**src/rtl/tpu_job_sched.sv**
```systemverilog
// tpu_job_sched: job scheduler in front of the tpu matrix-multiply core.
//
// Two requesters (0 = host, 1 = DMA) offer job descriptors. A round-robin
// arbiter pushes at most one per cycle into a small FIFO. Jobs are launched
// on the TPU one at a time, and each one is reported once it finishes.
//
// Ports
//   clk_i, rst_ni        clock, asynchronous active-low reset
//   req_valid_i[1:0]     requester r offers a descriptor
//   req_ready_o[1:0]     descriptor of requester r accepted this cycle
//                        (combinational, depends on req_valid_i)
//   req{0,1}_desc_i      {m, k, n, base_a, base_b, base_p}, m in the MSBs
//   tpu_start_o          one-cycle start pulse to the TPU
//   tpu_*_o              descriptor of the running job, held until the next load
//   tpu_valid_i          TPU completion level; its rising edge ends a job
//   done_o               one-cycle completion pulse
//   done_id_o            requester index of the completed job
//   done_err_o           job rejected (zero dimension) or timed out
//   done_cycles_o        busy cycles of the completed job
//   busy_o               scheduler is not idle
//   fifo_level_o         descriptor FIFO occupancy
//
// state  | meaning
// IDLE   | waiting for a queued job; pops the FIFO head when one is present
// LAUNCH | start pulse to the TPU
// BUSY   | TPU running; counting cycles, watching for valid rising / timeout
// DONE   | completion pulse with id, error flag and cycle count
module tpu_job_sched #(
  parameter int ADDR_WIDTH = 12,
  parameter int DEPTH      = 4,
  parameter int TIMEOUT    = 4096
) (
  input  logic                      clk_i,
  input  logic                      rst_ni,
  input  logic [1:0]                req_valid_i,
  output logic [1:0]                req_ready_o,
  input  logic [6*ADDR_WIDTH-1:0]   req0_desc_i,
  input  logic [6*ADDR_WIDTH-1:0]   req1_desc_i,
  output logic                      tpu_start_o,
  output logic [ADDR_WIDTH-1:0]     tpu_m_o,
  output logic [ADDR_WIDTH-1:0]     tpu_k_o,
  output logic [ADDR_WIDTH-1:0]     tpu_n_o,
  output logic [ADDR_WIDTH-1:0]     tpu_base_a_o,
  output logic [ADDR_WIDTH-1:0]     tpu_base_b_o,
  output logic [ADDR_WIDTH-1:0]     tpu_base_p_o,
  input  logic                      tpu_valid_i,
  output logic                      done_o,
  output logic                      done_id_o,
  output logic                      done_err_o,
  output logic [15:0]               done_cycles_o,
  output logic                      busy_o,
  output logic [$clog2(DEPTH):0]    fifo_level_o
);

  localparam int DW = 6 * ADDR_WIDTH;
  localparam int PW = $clog2(DEPTH);
  localparam int LW = PW + 1;
  localparam logic [15:0] TIMEOUT_C = 16'(TIMEOUT);

  typedef enum logic [1:0] {IDLE, LAUNCH, BUSY, DONE} state_e;

  state_e state_q, state_d;

  // FIFO entry is {id, descriptor}
  logic [DW:0]     mem_q [DEPTH];
  logic [PW-1:0]   wr_ptr_q, rd_ptr_q;
  logic [LW-1:0]   count_q;
  logic            rr_q;
  logic            valid_prev_q;
  logic [15:0]     cnt_q;
  logic            cur_id_q;

  logic            empty, full, pop, push, push_id;
  logic [1:0]      ready;
  logic [DW-1:0]   push_desc;
  logic [DW:0]     head;
  logic            head_zero;
  logic            rise;
  logic [15:0]     cnt_inc;

  logic            load_desc, load_done, err_d, id_d;
  logic [15:0]     cycles_d;

  assign empty = (count_q == '0);
  assign full  = (count_q == LW'(DEPTH));
  assign pop   = (state_q == IDLE) && !empty;

  // A pop in the same cycle frees a slot, so a full FIFO can still accept.
  always_comb begin
    ready = 2'b00;
    if (!(full && !pop)) begin
      ready[0] = req_valid_i[0] && (!rr_q || !req_valid_i[1]);
      ready[1] = req_valid_i[1] && ( rr_q || !req_valid_i[0]);
    end
  end

  // Ready is combinational; force it low while reset is asserted.
  assign req_ready_o = rst_ni ? ready : 2'b00;
  assign push        = |ready;
  assign push_id     = ready[1];
  assign push_desc   = push_id ? req1_desc_i : req0_desc_i;

  assign head      = mem_q[rd_ptr_q];
  assign head_zero = (head[DW-1 -: ADDR_WIDTH] == '0) ||
                     (head[DW-1-ADDR_WIDTH -: ADDR_WIDTH] == '0) ||
                     (head[DW-1-2*ADDR_WIDTH -: ADDR_WIDTH] == '0);

  // A level already high when BUSY begins never counts as completion.
  assign rise    = tpu_valid_i && !valid_prev_q;
  assign cnt_inc = (cnt_q == 16'hFFFF) ? cnt_q : cnt_q + 16'd1;

  assign fifo_level_o = count_q;

  always_ff @(posedge clk_i or negedge rst_ni) begin
    if (!rst_ni) begin
      wr_ptr_q <= '0;
      rd_ptr_q <= '0;
      count_q  <= '0;
      rr_q     <= 1'b0;
    end else begin
      if (push) begin
        wr_ptr_q <= wr_ptr_q + PW'(1);
        rr_q     <= ~push_id;
      end
      if (pop) rd_ptr_q <= rd_ptr_q + PW'(1);
      case ({push, pop})
        2'b10:   count_q <= count_q + LW'(1);
        2'b01:   count_q <= count_q - LW'(1);
        default: count_q <= count_q;
      endcase
    end
  end

  always_ff @(posedge clk_i) begin
    if (push) mem_q[wr_ptr_q] <= {push_id, push_desc};
  end

  always_comb begin
    state_d   = state_q;
    load_desc = 1'b0;
    load_done = 1'b0;
    err_d     = 1'b0;
    id_d      = cur_id_q;
    cycles_d  = '0;
    case (state_q)
      IDLE: begin
        if (!empty) begin
          id_d = head[DW];
          if (head_zero) begin
            state_d   = DONE;
            load_done = 1'b1;
            err_d     = 1'b1;
          end else begin
            state_d   = LAUNCH;
            load_desc = 1'b1;
          end
        end
      end
      LAUNCH: state_d = BUSY;
      BUSY: begin
        if (rise) begin
          state_d   = DONE;
          load_done = 1'b1;
          cycles_d  = cnt_inc;
        end else if (cnt_inc >= TIMEOUT_C) begin
          state_d   = DONE;
          load_done = 1'b1;
          err_d     = 1'b1;
          cycles_d  = cnt_inc;
        end
      end
      DONE:    state_d = IDLE;
      default: state_d = IDLE;
    endcase
  end

  always_ff @(posedge clk_i or negedge rst_ni) begin
    if (!rst_ni) begin
      state_q       <= IDLE;
      cur_id_q      <= 1'b0;
      cnt_q         <= '0;
      valid_prev_q  <= 1'b0;
      tpu_start_o   <= 1'b0;
      tpu_m_o       <= '0;
      tpu_k_o       <= '0;
      tpu_n_o       <= '0;
      tpu_base_a_o  <= '0;
      tpu_base_b_o  <= '0;
      tpu_base_p_o  <= '0;
      done_o        <= 1'b0;
      done_id_o     <= 1'b0;
      done_err_o    <= 1'b0;
      done_cycles_o <= '0;
      busy_o        <= 1'b0;
    end else begin
      state_q      <= state_d;
      valid_prev_q <= tpu_valid_i;
      tpu_start_o  <= (state_d == LAUNCH);
      done_o       <= load_done;
      busy_o       <= (state_d != IDLE);
      if (pop) begin
        cur_id_q <= head[DW];
        cnt_q    <= '0;
      end else if (state_q == BUSY) begin
        cnt_q <= cnt_inc;
      end
      if (load_desc) begin
        tpu_m_o      <= head[DW-1              -: ADDR_WIDTH];
        tpu_k_o      <= head[DW-1-ADDR_WIDTH   -: ADDR_WIDTH];
        tpu_n_o      <= head[DW-1-2*ADDR_WIDTH -: ADDR_WIDTH];
        tpu_base_a_o <= head[DW-1-3*ADDR_WIDTH -: ADDR_WIDTH];
        tpu_base_b_o <= head[DW-1-4*ADDR_WIDTH -: ADDR_WIDTH];
        tpu_base_p_o <= head[DW-1-5*ADDR_WIDTH -: ADDR_WIDTH];
      end
      if (load_done) begin
        done_id_o     <= id_d;
        done_err_o    <= err_d;
        done_cycles_o <= cycles_d;
      end
    end
  end

endmodule

```
**config.mk**
```make
export PLATFORM = sky130hd
export DESIGN_NAME = tpu_job_sched
export DESIGN_NICKNAME = d
export VERILOG_FILES = /design/src/rtl/tpu_job_sched.sv
export SDC_FILE = /design/constraint.sdc
export NUM_CORES = 1
export LEC_CHECK = 0
export BUFFER_PORTS_ARGS = -buffer_cell sky130_fd_sc_hd__buf_2
export CAP_MARGIN = 40
export CORE_MARGIN = 3
export CORE_UTILIZATION = 51
export DETAILED_ROUTE_END_ITERATION = 10
export GPL_ROUTABILITY_DRIVEN = 0
export HOLD_SLACK_MARGIN = 0.15
export PLACE_DENSITY_LB_ADDON = 0.05
export SLEW_MARGIN = 25
export SYNTH_ARGS = -nofsm -noshare
export SYNTH_HDL_FRONTEND = slang
export SYNTH_SLANG_ARGS = --single-unit
```
**constraint.sdc**
```tcl
create_clock -name clk_i -period 3.41 [get_ports clk_i]
set_input_delay 0.341 -clock clk_i [delete_from_list [all_inputs] [get_ports clk_i]]
set_output_delay 0.341 -clock clk_i [all_outputs]
set_load 0.05 [all_outputs]
```
==> run_results.csv, run 1 <==
group,metric,value,unit
run_status,outcome,"complete, no violations",
finish,finalInstanceArea,0.02037,mm^2
place,place_area,0.01855,mm^2
global_route,grt_usage,20.32,%
global_route,grt_pass1_wl,55.60,mm
logic_synthesis,ys_warn_count,0,
pwr,p_leak,8.160,nW
logic_synthesis,ys.flop_type,"edfxtp_1",
floorplan,die_w,186.7,um
pwr,power_density,999.8,mW/mm^2
clock_network,post_cts_buffers,0,
pwr,p_clk_share,23.5,%
global_route,grt_pass1_vias,9886,
clock_network,clkTransAtPathRegs,0.06,ns
routing,dr.first_iter.drc_count,556,
job,cap_violations,0,
timing,finalSetupViolCount,0,
timing,max_slew_margin,52.75,%
setup_path,path_buf_inv,2,
logic_synthesis,synth_edf_count,292,
timing,tns,0,ns
global_route,grt_max_degree,74,
finish,mostFrequentLayoutCell,"edfxtp_1",
pwr,power.switching,7.297,mW
logic_synthesis,ys_ff_latch,413,
finish,fillerInstances,2395,
clock_network,cts_sinks,413,
logic_synthesis,syn_area,0.01665,mm^2
clock_network,post_cts_resized,0,
logic_synthesis,synth-seq-area-share,70.84,%
setup_path,worstPathRequired,3.82,ns
pwr,vdd_drop_max,0.6773,mV
routing,wirelength,35.39,mm
finish,diodes,0,
place,dp_hpwl,21.95,mm
global_route,antenna_found_initial,1,
setup_path,crit_chain,"buf_12, mux4_2, nor4_1, nand3_1, nand4_4, buf_12, mux2_1",
clock_network,clockBufferDepth,3,
timing,worst_pin_slew,0.7070,ns
finish,syn2layout_area_growth,22.33,%
floorplan,rows,65,
floorplan,initial_core_util,52.23,%
setup_path,critPathMaxStageDelay,0.59,ns
finish,layout_common_cells,"edfxtp_1 (292), nand2_1 (254), buf_2 (245), dfrtp_1 (119), mux4_2 (73)",
clock_network,root_buffer,"clkbuf_16",
timing,min_period_over_period,90.77,%
setup_path,crit_type,"reg2reg",
finish,drive_gt1_share,30.96,%
timing,min_period,3.095,ns
global_route,overflow,0,
pwr,intPower,13.07,mW
timing,whs,0.1573,ns
place,io_buffers,246,
finish,fin_nets,1499,
setup_path,cp-end-kind,"flop",
timing,rsz0062_at_grt,"no",
logic_synthesis,yosysUniqueCellTypes,47,
setup_path,startpoint_type,"flop",
logic_synthesis,postSynthCellCount,1042,
clock_network,clk_latency,0.54,ns
floorplan,pin_count,247,
setup_path,worstPathMaxFanout,45,
floorplan,core_area,0.03188,mm^2
pwr,swShare,35.83,%
clock_network,h-tree-depth,2,
timing,maxSlewViolCount,0,
timing,fmaxAchievable,323.1,MHz
setup_path,worst_ep_arrival_time,3.51,ns
timing,hold_viol_final,0,
routing,routedWlPerCell,19.54,um
setup_path,crit_slowest_cell,"mux4_2",
timing,fin_worst_skew,0.01425,ns
setup_path,crit_family,"multiplexers",
floorplan,die_h,186.7,um
logic_synthesis,synth_nets,1200,
worst_hold_path,hold_class,"in2reg",
logic_synthesis,syn_avg_cell_area,15.98,um^2
finish,final_core_util,63.89,%
routing,drc,0,
routing,vias,9610,
routing,vias_per_cell,5.306,
pwr,pwr-share-comb,36.4,%
setup_path,path_common_cell,"buf_12",
clock_network,cts_tree,"built",
floorplan,die-area,0.03485,mm^2
pwr,p_seq_share,40.1,%
logic_synthesis,synthArstFlopShare,29.30,%
clock_network,holdBufCountCts,31,
routing,first_pass_iters,6,
clock_network,cts_buffers,43,
routing,detail-route-antenna-nets,0,
power by group through the flow:
stage	Clock, mW	Combinational [mW]	Sequential [mW]
final	4.79	7.42	8.16
after global routing	5.08	7.99	8.33
after CTS	4.87	7.53	8.20
after detailed placement	0	7.45	8.28
after global placement	0	7.36	8.24
after floorplan	0	3.67	9.80
path summary, 6_finish.rpt:
check	startpoint	endpoint	slack, ns	cells after the start
min in group asynchronous	rst_ni	tpu_m_o[9]$_DFFE_PN0P_	0.28	2
worst min-delay path	req1_desc_i[27]	mem_q[0][27]$_DFFE_PP_	0.16	3
worst min register to register	cur_id_q$_DFFE_PN0P_	cur_id_q$_DFFE_PN0P_	0.48	2
max in group asynchronous	rst_ni	rd_ptr_q[0]$_DFFE_PN0P_	2.05	3
worst max-delay path	rd_ptr_q[0]$_DFFE_PN0P_	tpu_base_b_o[8]$_DFFE_PN0P_	0.31	7
worst max register to register	rd_ptr_q[0]$_DFFE_PN0P_	tpu_base_b_o[8]$_DFFE_PN0P_	0.31	7
cell type report:
class / instances / area, um^2 / area share [%]
clock inverters: 23 / 276.5 / 1.357
flip-flops and latches: 413 / 11800 / 57.95
multi-input cells: 568 / 4613 / 22.65
inverters: 13 / 48.80 / 0.2396
well taps: 435 / 544.3 / 2.672
clock buffers: 57 / 1190 / 5.842
repair buffers: 302 / 1893 / 9.294
registers in the layout, summed over array words and instances (netlist names):
signal,count
mem_q,292
cnt_q,16
done_cycles_o,16
tpu_base_a_o,12
tpu_base_b_o,12
tpu_base_p_o,12
tpu_k_o,12
tpu_m_o,12
tpu_n_o,12
fifo_level_o,3
rd_ptr_q,2
state_q,2
wr_ptr_q,2
busy_o,1
cur_id_q,1
done_err_o,1
done_id_o,1
done_o,1
rr_q,1
tpu_start_o,1
valid_prev_q,1
Yosys cell counts (2+ instances only):
library cell / instances / share of area (%)
o21bai_1: 3 / 0.14
nor4_1: 10 / 0.38
xnor2_1: 8 / 0.42
xor2_1: 15 / 0.79
and2_1: 8 / 0.30
mux2_1: 71 / 4.8
nand3_1: 19 / 0.57
nand2_1: 254 / 5.7
mux2i_1: 6 / 0.36
buf_2: 5 / 0.15
clkbuf_1: 30 / 0.68
nand2b_1: 6 / 0.23
a22o_1: 2 / 0.11
or3_1: 4 / 0.15
o21a_1: 3 / 0.14
ha_1: 8 / 0.60
nor2b_1: 2 / 0.075
buf_4: 8 / 0.36
buf_1: 4 / 0.090
inv_1: 12 / 0.27
a21oi_1: 8 / 0.24
mux4_2: 73 / 9.9
o21ai_0: 9 / 0.27
mux2_2: 3 / 0.20
and3_1: 3 / 0.11
nor3_1: 3 / 0.090
nand4_1: 4 / 0.15
edfxtp_1: 292 / 53
dfrtp_1: 121 / 18
nor2_1: 19 / 0.43
and4_1: 3 / 0.16
o22ai_1: 11 / 0.41
worst reg2reg max path: stages, from the launching register on:
cell and delay [ns]:
dfrtp_4 0.44, buf_12 0.34, mux4_2 0.61, nor4_1 0.38
nand3_1 0.24, nand4_4 0.32, buf_12 0.26, mux2_1 0.39
logic make-up after synthesis:
kind of cell	Yosys count	synth area share, %
multiplexers	153	15.24
flip-flops	413	70.84
adder cells (fa/ha/maj)	9	0.7214
XOR/XNOR	23	1.210
AO/OA/AOI/OAI	46	1.849
buffers and inverters	61	1.638
AND/OR/NAND/NOR	337	8.499
per-layer routing:
layer / share of wire [%] / routed length (um) / up-vias / GRT usage [%]
li1: - / - / 4478 / -
met1: 44 / 15440 / 4825 / 28.13
met2: 50 / 17560 / 264 / 34.48
met3: 5.3 / 1871 / 41 / 3.738
met4: 1.4 / 498 / 2 / 3.867
met5: 0.037 / 13 / - / 0
per-stage QoR:
stage	instances	worst slack, ns	power, mW
after global placement	1698	0.2123	15.60
final	1811	0.3148	20.37
after detailed placement	1698	0.1953	15.73
after global routing	1811	0.05585	21.40
after floorplan	1042	0.07483	13.47
after CTS	1809	0.1367	20.60
Power figures use the tool's default switching activity.
==> inputs of run 2 (changes only) <==
==> constraint.sdc (replaced) <==
create_clock -name clk_i -period 3.41 [get_ports clk_i]
set_input_delay 0.682 -clock clk_i [delete_from_list [all_inputs] [get_ports clk_i]]
set_output_delay 0.682 -clock clk_i [all_outputs]
set_load 0.05 [all_outputs]
==> run 2 against run 1 <==
Setup slack worse by 0.035 ns. Combinational power down 2%. Sequential share of layout area up 1.2 points. Global-route usage down 0.15 points. Clock skew up 0.0066 ns. Routed wire length down 1.8%.
==> run_results.csv, run 2 (synthesis gave the netlist of run 1 again) <==
group,metric,value,unit
setup_path,crit_cells,7,
clock_network,cts_buffers,42,
global_route,grt_usage,20.17,%
timing,maxSlewViolCount,0,
setup_path,crit_slowest_cell,"or4b_2",
timing,rsz0062_at_grt,"no",
setup_path,r2r_start,"rd_ptr_q[0]$_DFFE_PN0P_",
finish,syn2layout_area_growth,19.91,%
finish,seqCellArea,0.01180,mm^2
setup_path,worst_ep_arrival_time,2.45,ns
routing,wirelength,34.74,mm
floorplan,core_area,0.03188,mm^2
clock_network,h-tree-depth,2,
timing,fin_worst_skew,0.02080,ns
floorplan,rows,65,
run_status,outcome,"complete, no violations",
setup_path,r2r_cells,7,
finish,drive_gt1_share,31.61,%
clock_network,cts_sinks,413,
pwr,p_total,19.88,mW
clock_network,clkTransAtPathRegs,0.06,ns
timing,min_period_over_period,91.80,%
setup_path,critPathMaxStageDelay,0.71,ns
clock_network,clockBufferDepth,3,
clock_network,post_cts_buffers,0,
routing,first_pass_iters,5,
pwr,vdd_drop_max,0.4532,mV
timing,fmaxAchievable,319.4,MHz
routing,detail-route-antenna-nets,0,
global_route,overflow,0,
finish,mostFrequentLayoutCell,"edfxtp_1",
timing,finalSetupViolCount,0,
place,io_buffers,246,
setup_path,worstPathRequired,2.73,ns
worst_hold_path,min_delay_path_depth,1,
job,cap_violations,0,
routing,drc,0,
place,dp_hpwl,22.54,mm
global_route,grt_pass1_wl,54.98,mm
finish,final_cells,1786,
routing,routedWlPerCell,19.45,um
setup_path,r2r_setup_slack,0.34,ns
setup_path,worstPathMaxFanout,6,
setup_path,crit_family,"simple AND/OR/NAND/NOR gates",
timing,min_period,3.130,ns
floorplan,pin_count,247,
routing,vias,9491,
global_route,grt_pass1_vias,9766,
finish,multi_input_area,0.004613,mm^2
setup_path,crit_chain,"inv_1, ha_1, or4b_2, nand3_4, inv_2, and2_1, buf_2",
setup_path,cp-end-kind,"output port",
clock_network,clk_latency,0.53,ns
timing,max_slew_margin,50.62,%
floorplan,die_h,186.7,um
setup_path,crit_type,"reg2out",
finish,largest_reg_flops,292,
worst_hold_path,hold_class,"in2reg",
finish,fin_nets,1477,
finish,diodes,0,
pwr,p_leak,7.980,nW
clock_network,root_buffer,"clkbuf_16",
clock_network,cts_tree,"built",
pwr,power_density,995.5,mW/mm^2
finish,top_register,"mem_q",
routing,dr.first_iter.drc_count,517,
timing,worst_pin_slew,0.7389,ns
finish,layout_common_cells,"edfxtp_1 (292), nand2_1 (254), buf_2 (245), dfrtp_1 (119), mux4_2 (73)",
worst_hold_path,min_from,"tpu_valid_i",
routing,vias_per_cell,5.314,
floorplan,die-area,0.03485,mm^2
timing,whs,0.2783,ns
setup_path,r2r_end,"tpu_n_o[4]$_DFFE_PN0P_",
timing,hold_viol_final,0,
global_route,grt_max_degree,77,
worst_hold_path,min_to,"valid_prev_q$_DFF_PN0_",
finish,top_regs,"mem_q x292, cnt_q x16, done_cycles_o x16",
floorplan,initial_core_util,52.23,%
global_route,antenna_found_initial,1,
finish,fillerInstances,2476,
setup_path,startpoint_type,"flop",
setup_path,path_buf_inv,3,
timing,tns,0,ns
place,dp.cells,1707,
floorplan,die_w,186.7,um
## run 2: cell count changes in the layout (fill, tap and decap cells not counted)
cell / delta
dlygate4sd3_1: -30
buf_4: +10
clkbuf_1: +7
bufinv_16: -4
clkinv_1: -3
clkinv_2: -3
clkbuf_8: -2
clkinvlp_4: +2
buf_12: -1
clkbuf_16: -1
## run 2: timing repair
action	CTS	global route
hold buffers	1	0
resized for setup	0	0
endpoints found under the hold margin	11	0
## run 2: through the flow
| step | cell area [um^2] | setup slack, ns | utilization [%] |
|---|---|---|---|
| 6_report | 19970 | 0.2795 | 62.63 |
| 5_1_grt | 19970 | 0.09327 | 62.63 |
| 4_1_cts | 19920 | 0.2367 | 62.48 |
| 3_5_place_dp | 18600 | 0.2857 | 58.34 |
| 3_3_place_gp | 18600 | 0.3459 | 58.34 |
| 2_1_floorplan | 16650 | 0.07483 | - |
## run 2: how the worst max path moves through the flow
stage / from / end
6_report: state_q[0]$_DFF_PN0_ / req_ready_o[1]
3_3_place_gp: rd_ptr_q[0]$_DFFE_PN0P_ / tpu_n_o[4]$_DFFE_PN0P_
5_1_grt: rd_ptr_q[0]$_DFFE_PN0P_ / tpu_base_b_o[2]$_DFFE_PN0P_
2_1_floorplan: fifo_level_o[0]$_DFFE_PN0P_ / mem_q[0][0]$_DFFE_PP_
4_1_cts: state_q[0]$_DFF_PN0_ / req_ready_o[1]
3_5_place_dp: rd_ptr_q[0]$_DFFE_PN0P_ / tpu_m_o[10]$_DFFE_PN0P_
## run 2: worst reg2reg max path: cells and delay by family, from the launching register on
kind	cells	cell delay [ns]
flops	1	0.57
buf+inv	2	0.61
mux	2	0.93
simple gates	3	0.84
## run 2: area by class of cell
cell class                 count  area share, %
clock buffer                  61          5.828
clock inverter                15         0.7269
inverter                      13         0.2444
multi-input combinational    568          23.10
sequential                   413          59.12
tap                          435          2.726
timing repair buffer         281          8.253
## run 2: power by group
part / switching (mW) / internal [mW] / total, mW / leakage (nW)
clock: 1.83 / 2.53 / 4.36 / 0.630
sequential: 0.724 / 7.50 / 8.22 / 4.21
combinational: 4.66 / 2.63 / 7.29 / 3.14
total: 7.21 / 12.7 / 19.9 / 7.98
## run 2: layer usage
metal | track usage, % | part of all wire (%) | vias up | routed length (um)
li1 | - | - | 4426 | -
met1 | 27.71 | 43 | 4743 | 15090
met2 | 33.99 | 48 | 267 | 16760
met3 | 3.776 | 6.1 | 53 | 2132
met4 | 4.711 | 2.1 | 2 | 740
met5 | 0 | 0.049 | - | 17
==> inputs of run 3 (changes only) <==
==> constraint.sdc (replaced) <==
create_clock -name clk_i -period 2.7 [get_ports clk_i]
set_input_delay 0.54 -clock clk_i [delete_from_list [all_inputs] [get_ports clk_i]]
set_output_delay 0.54 -clock clk_i [all_outputs]
set_load 0.1 [all_outputs]
==> run 3 against run 2 <==
The run now ends with negative setup slack left. Clock-buffer cell count rose by 4. First-iteration DRC count rose by 50%. Critical path depth rose by 3. Combinational power rose by 91%. Critical endpoint is now tpu_base_a_o[1]$_DFFE_PN0P_.
==> run_results.csv, run 3 (synthesis gave the netlist of run 1 again) <==
group,metric,value,unit
run_status,outcome,"finished with violations",
run_status,failed_checks,"negative setup slack",
place,place_area,0.01881,mm^2
timing,finalSetupViolCount,68,
finish,fin_nets,1520,
setup_path,crit_type,"reg2reg",
routing,drc,0,
floorplan,rows,65,
timing,maxSlewViolCount,0,
finish,finalInstanceArea,0.02092,mm^2
routing,vias_per_cell,5.319,
setup_path,crit_family,"buffers and inverters",
place,io_buffers,246,
finish,top_register,"mem_q",
global_route,grt_pass1_vias,9881,
floorplan,core_area,0.03188,mm^2
routing,vias,9739,
floorplan,die_h,186.7,um
finish,diodes,0,
finish,largest_reg_flops,292,
clock_network,clockBufferDepth,3,
clock_network,clk_latency,0.54,ns
setup_path,crit_chain,"buf_4, buf_12, buf_4, mux4_2, nor4_4, nand3_2, nand4_4, buf_12, clkbuf_16, mux2_4",
finish,final_core_util,65.61,%
routing,first_pass_iters,6,
floorplan,die_w,186.7,um
clock_network,cts_tree,"built",
setup_path,startpoint_type,"flop",
pwr,p_leak,8.554,nW
clock_network,cts_buffers,42,
finish,syn2layout_area_growth,25.62,%
finish,drive_gt1_share,38.61,%
timing,rsz0062_at_grt,"yes",
setup_path,cp-end-kind,"flop",
setup_path,worstPathRequired,3.12,ns
timing,max_slew_margin,57.77,%
timing,fmaxAchievable,356.9,MHz
setup_path,path_buf_inv,5,
global_route,grt_usage,20.67,%
finish,top_regs,"mem_q x292, cnt_q x16, done_cycles_o x16",
pwr,power_density,1414,mW/mm^2
global_route,antenna_found_initial,0,
floorplan,initial_core_util,52.23,%
routing,routedWlPerCell,20.07,um
finish,mostFrequentLayoutCell,"edfxtp_1",
timing,whs,0.3149,ns
setup_path,worstPathMaxFanout,7,
routing,wirelength,36.76,mm
routing,detail-route-antenna-nets,0,
pwr,vdd_drop_max,0.7970,mV
timing,worst_slack,-0.1020,ns
clock_network,clkTransAtPathRegs,0.06,ns
clock_network,cts_sinks,413,
setup_path,worst_ep_arrival_time,3.22,ns
setup_path,critPathMaxStageDelay,0.52,ns
global_route,grt_max_degree,77,
timing,fin_worst_skew,0.01668,ns
routing,dr.first_iter.drc_count,775,
floorplan,pin_count,247,
finish,layout_common_cells,"edfxtp_1 (292), nand2_1 (253), buf_2 (243), dfrtp_1 (116), mux4_2 (73)",
clock_network,h-tree-depth,2,
global_route,overflow,0,
setup_path,crit_slowest_cell,"dfrtp_4",
timing,tns,-4.377,ns
timing,worst_pin_slew,0.6335,ns
worst_hold_path,hold_class,"in2reg",
floorplan,die-area,0.03485,mm^2
timing,min_period_over_period,103.8,%
timing,hold_viol_final,0,
place,dp_hpwl,22.99,mm
clock_network,root_buffer,"clkbuf_16",
job,cap_violations,0,
global_route,grt_pass1_wl,56.61,mm
timing,min_period,2.802,ns
-- run 3: changes by cell type in the layout (fill, tap and decap cells not counted), moves of 6 or more --
cell / before / now
mux2_4: 0 / 53
buf_4: 23 / 44
nor4_4: 0 / 6
nor4_1: 10 / 3
mux2_1: 71 / 18
buf_12: 10 / 22
-- run 3: what timing repair did --
item / CTS / global route
setup buffers: 10 / 14
gates resized for setup: 20 / 71
cloned: 3 / 4
hold endpoints to repair: 52 / 0
pin swaps: 4 / 9
hold buffers: 2 / 0
endpoints found under the setup margin: 96 / 82
-- run 3: final timing paths --
| kind | depth (start not counted) | to | slack (ns) | startpoint |
|---|---|---|---|---|
| min in group asynchronous | 3 | tpu_k_o[9]$_DFFE_PN0P_ | 0.60 | rst_ni |
| worst max register to register | 10 | tpu_base_a_o[1]$_DFFE_PN0P_ | -0.10 | rd_ptr_q[0]$_DFFE_PN0P_ |
| worst min register to register | 1 | tpu_k_o[10]$_DFFE_PN0P_ | 0.49 | tpu_k_o[10]$_DFFE_PN0P_ |
| max in group asynchronous | 4 | fifo_level_o[0]$_DFFE_PN0P_ | 1.18 | rst_ni |
| worst max-delay path | 10 | tpu_base_a_o[1]$_DFFE_PN0P_ | -0.10 | rd_ptr_q[0]$_DFFE_PN0P_ |
| worst min-delay path | 3 | rr_q$_DFFE_PN0P_ | 0.31 | req_valid_i[0] |
-- run 3: through the flow --
step	power [mW]	setup WS, ns	std cells
6_report	29.58	-0.1020	1831
5_1_grt	30.94	-0.1990	1831
4_1_cts	28.53	-0.09018	1811
3_5_place_dp	22.60	-0.2124	1718
3_3_place_gp	22.40	-0.1831	1718
2_1_floorplan	19.33	0.008534	1042
-- run 3: area by class of cell --
| type | count | area, um^2 |
|---|---|---|
| Tap cell | 435 | 544.3 |
| Multi-Input combinational cell | 568 | 4966 |
| Inverter | 13 | 48.80 |
| Timing Repair Buffer | 324 | 2277 |
| Clock inverter | 13 | 83.83 |
| Fill cell | 2335 | 10960 |
| Sequential cell | 413 | 11810 |
| Clock buffer | 65 | 1187 |
-- run 3: per-layer routing --
metal  track usage [%]  vias to the layer above  routed length (um)
met5                 0                        -                   0
met2             34.19                      277               18050
met1             29.23                     4890               16040
met4             4.449                        0                 608
met3             3.795                       46                2064
li1                  -                     4526                   -
-- run 3: where the power goes --
group	total (mW)	leakage (nW)	switching [mW]	internal, mW
sequential	10.3	4.20	0.839	9.48
combinational	13.9	3.73	9.12	4.79
clock	5.35	0.623	2.30	3.04
-- run 3: tightest hold or removal path: cells and delay by family --
kind	cells	cell delay, ns
and+or+nand+nor	1	0.07
buffers and inverters	1	0.12
AOI/OAI and AO/OA	1	0.07
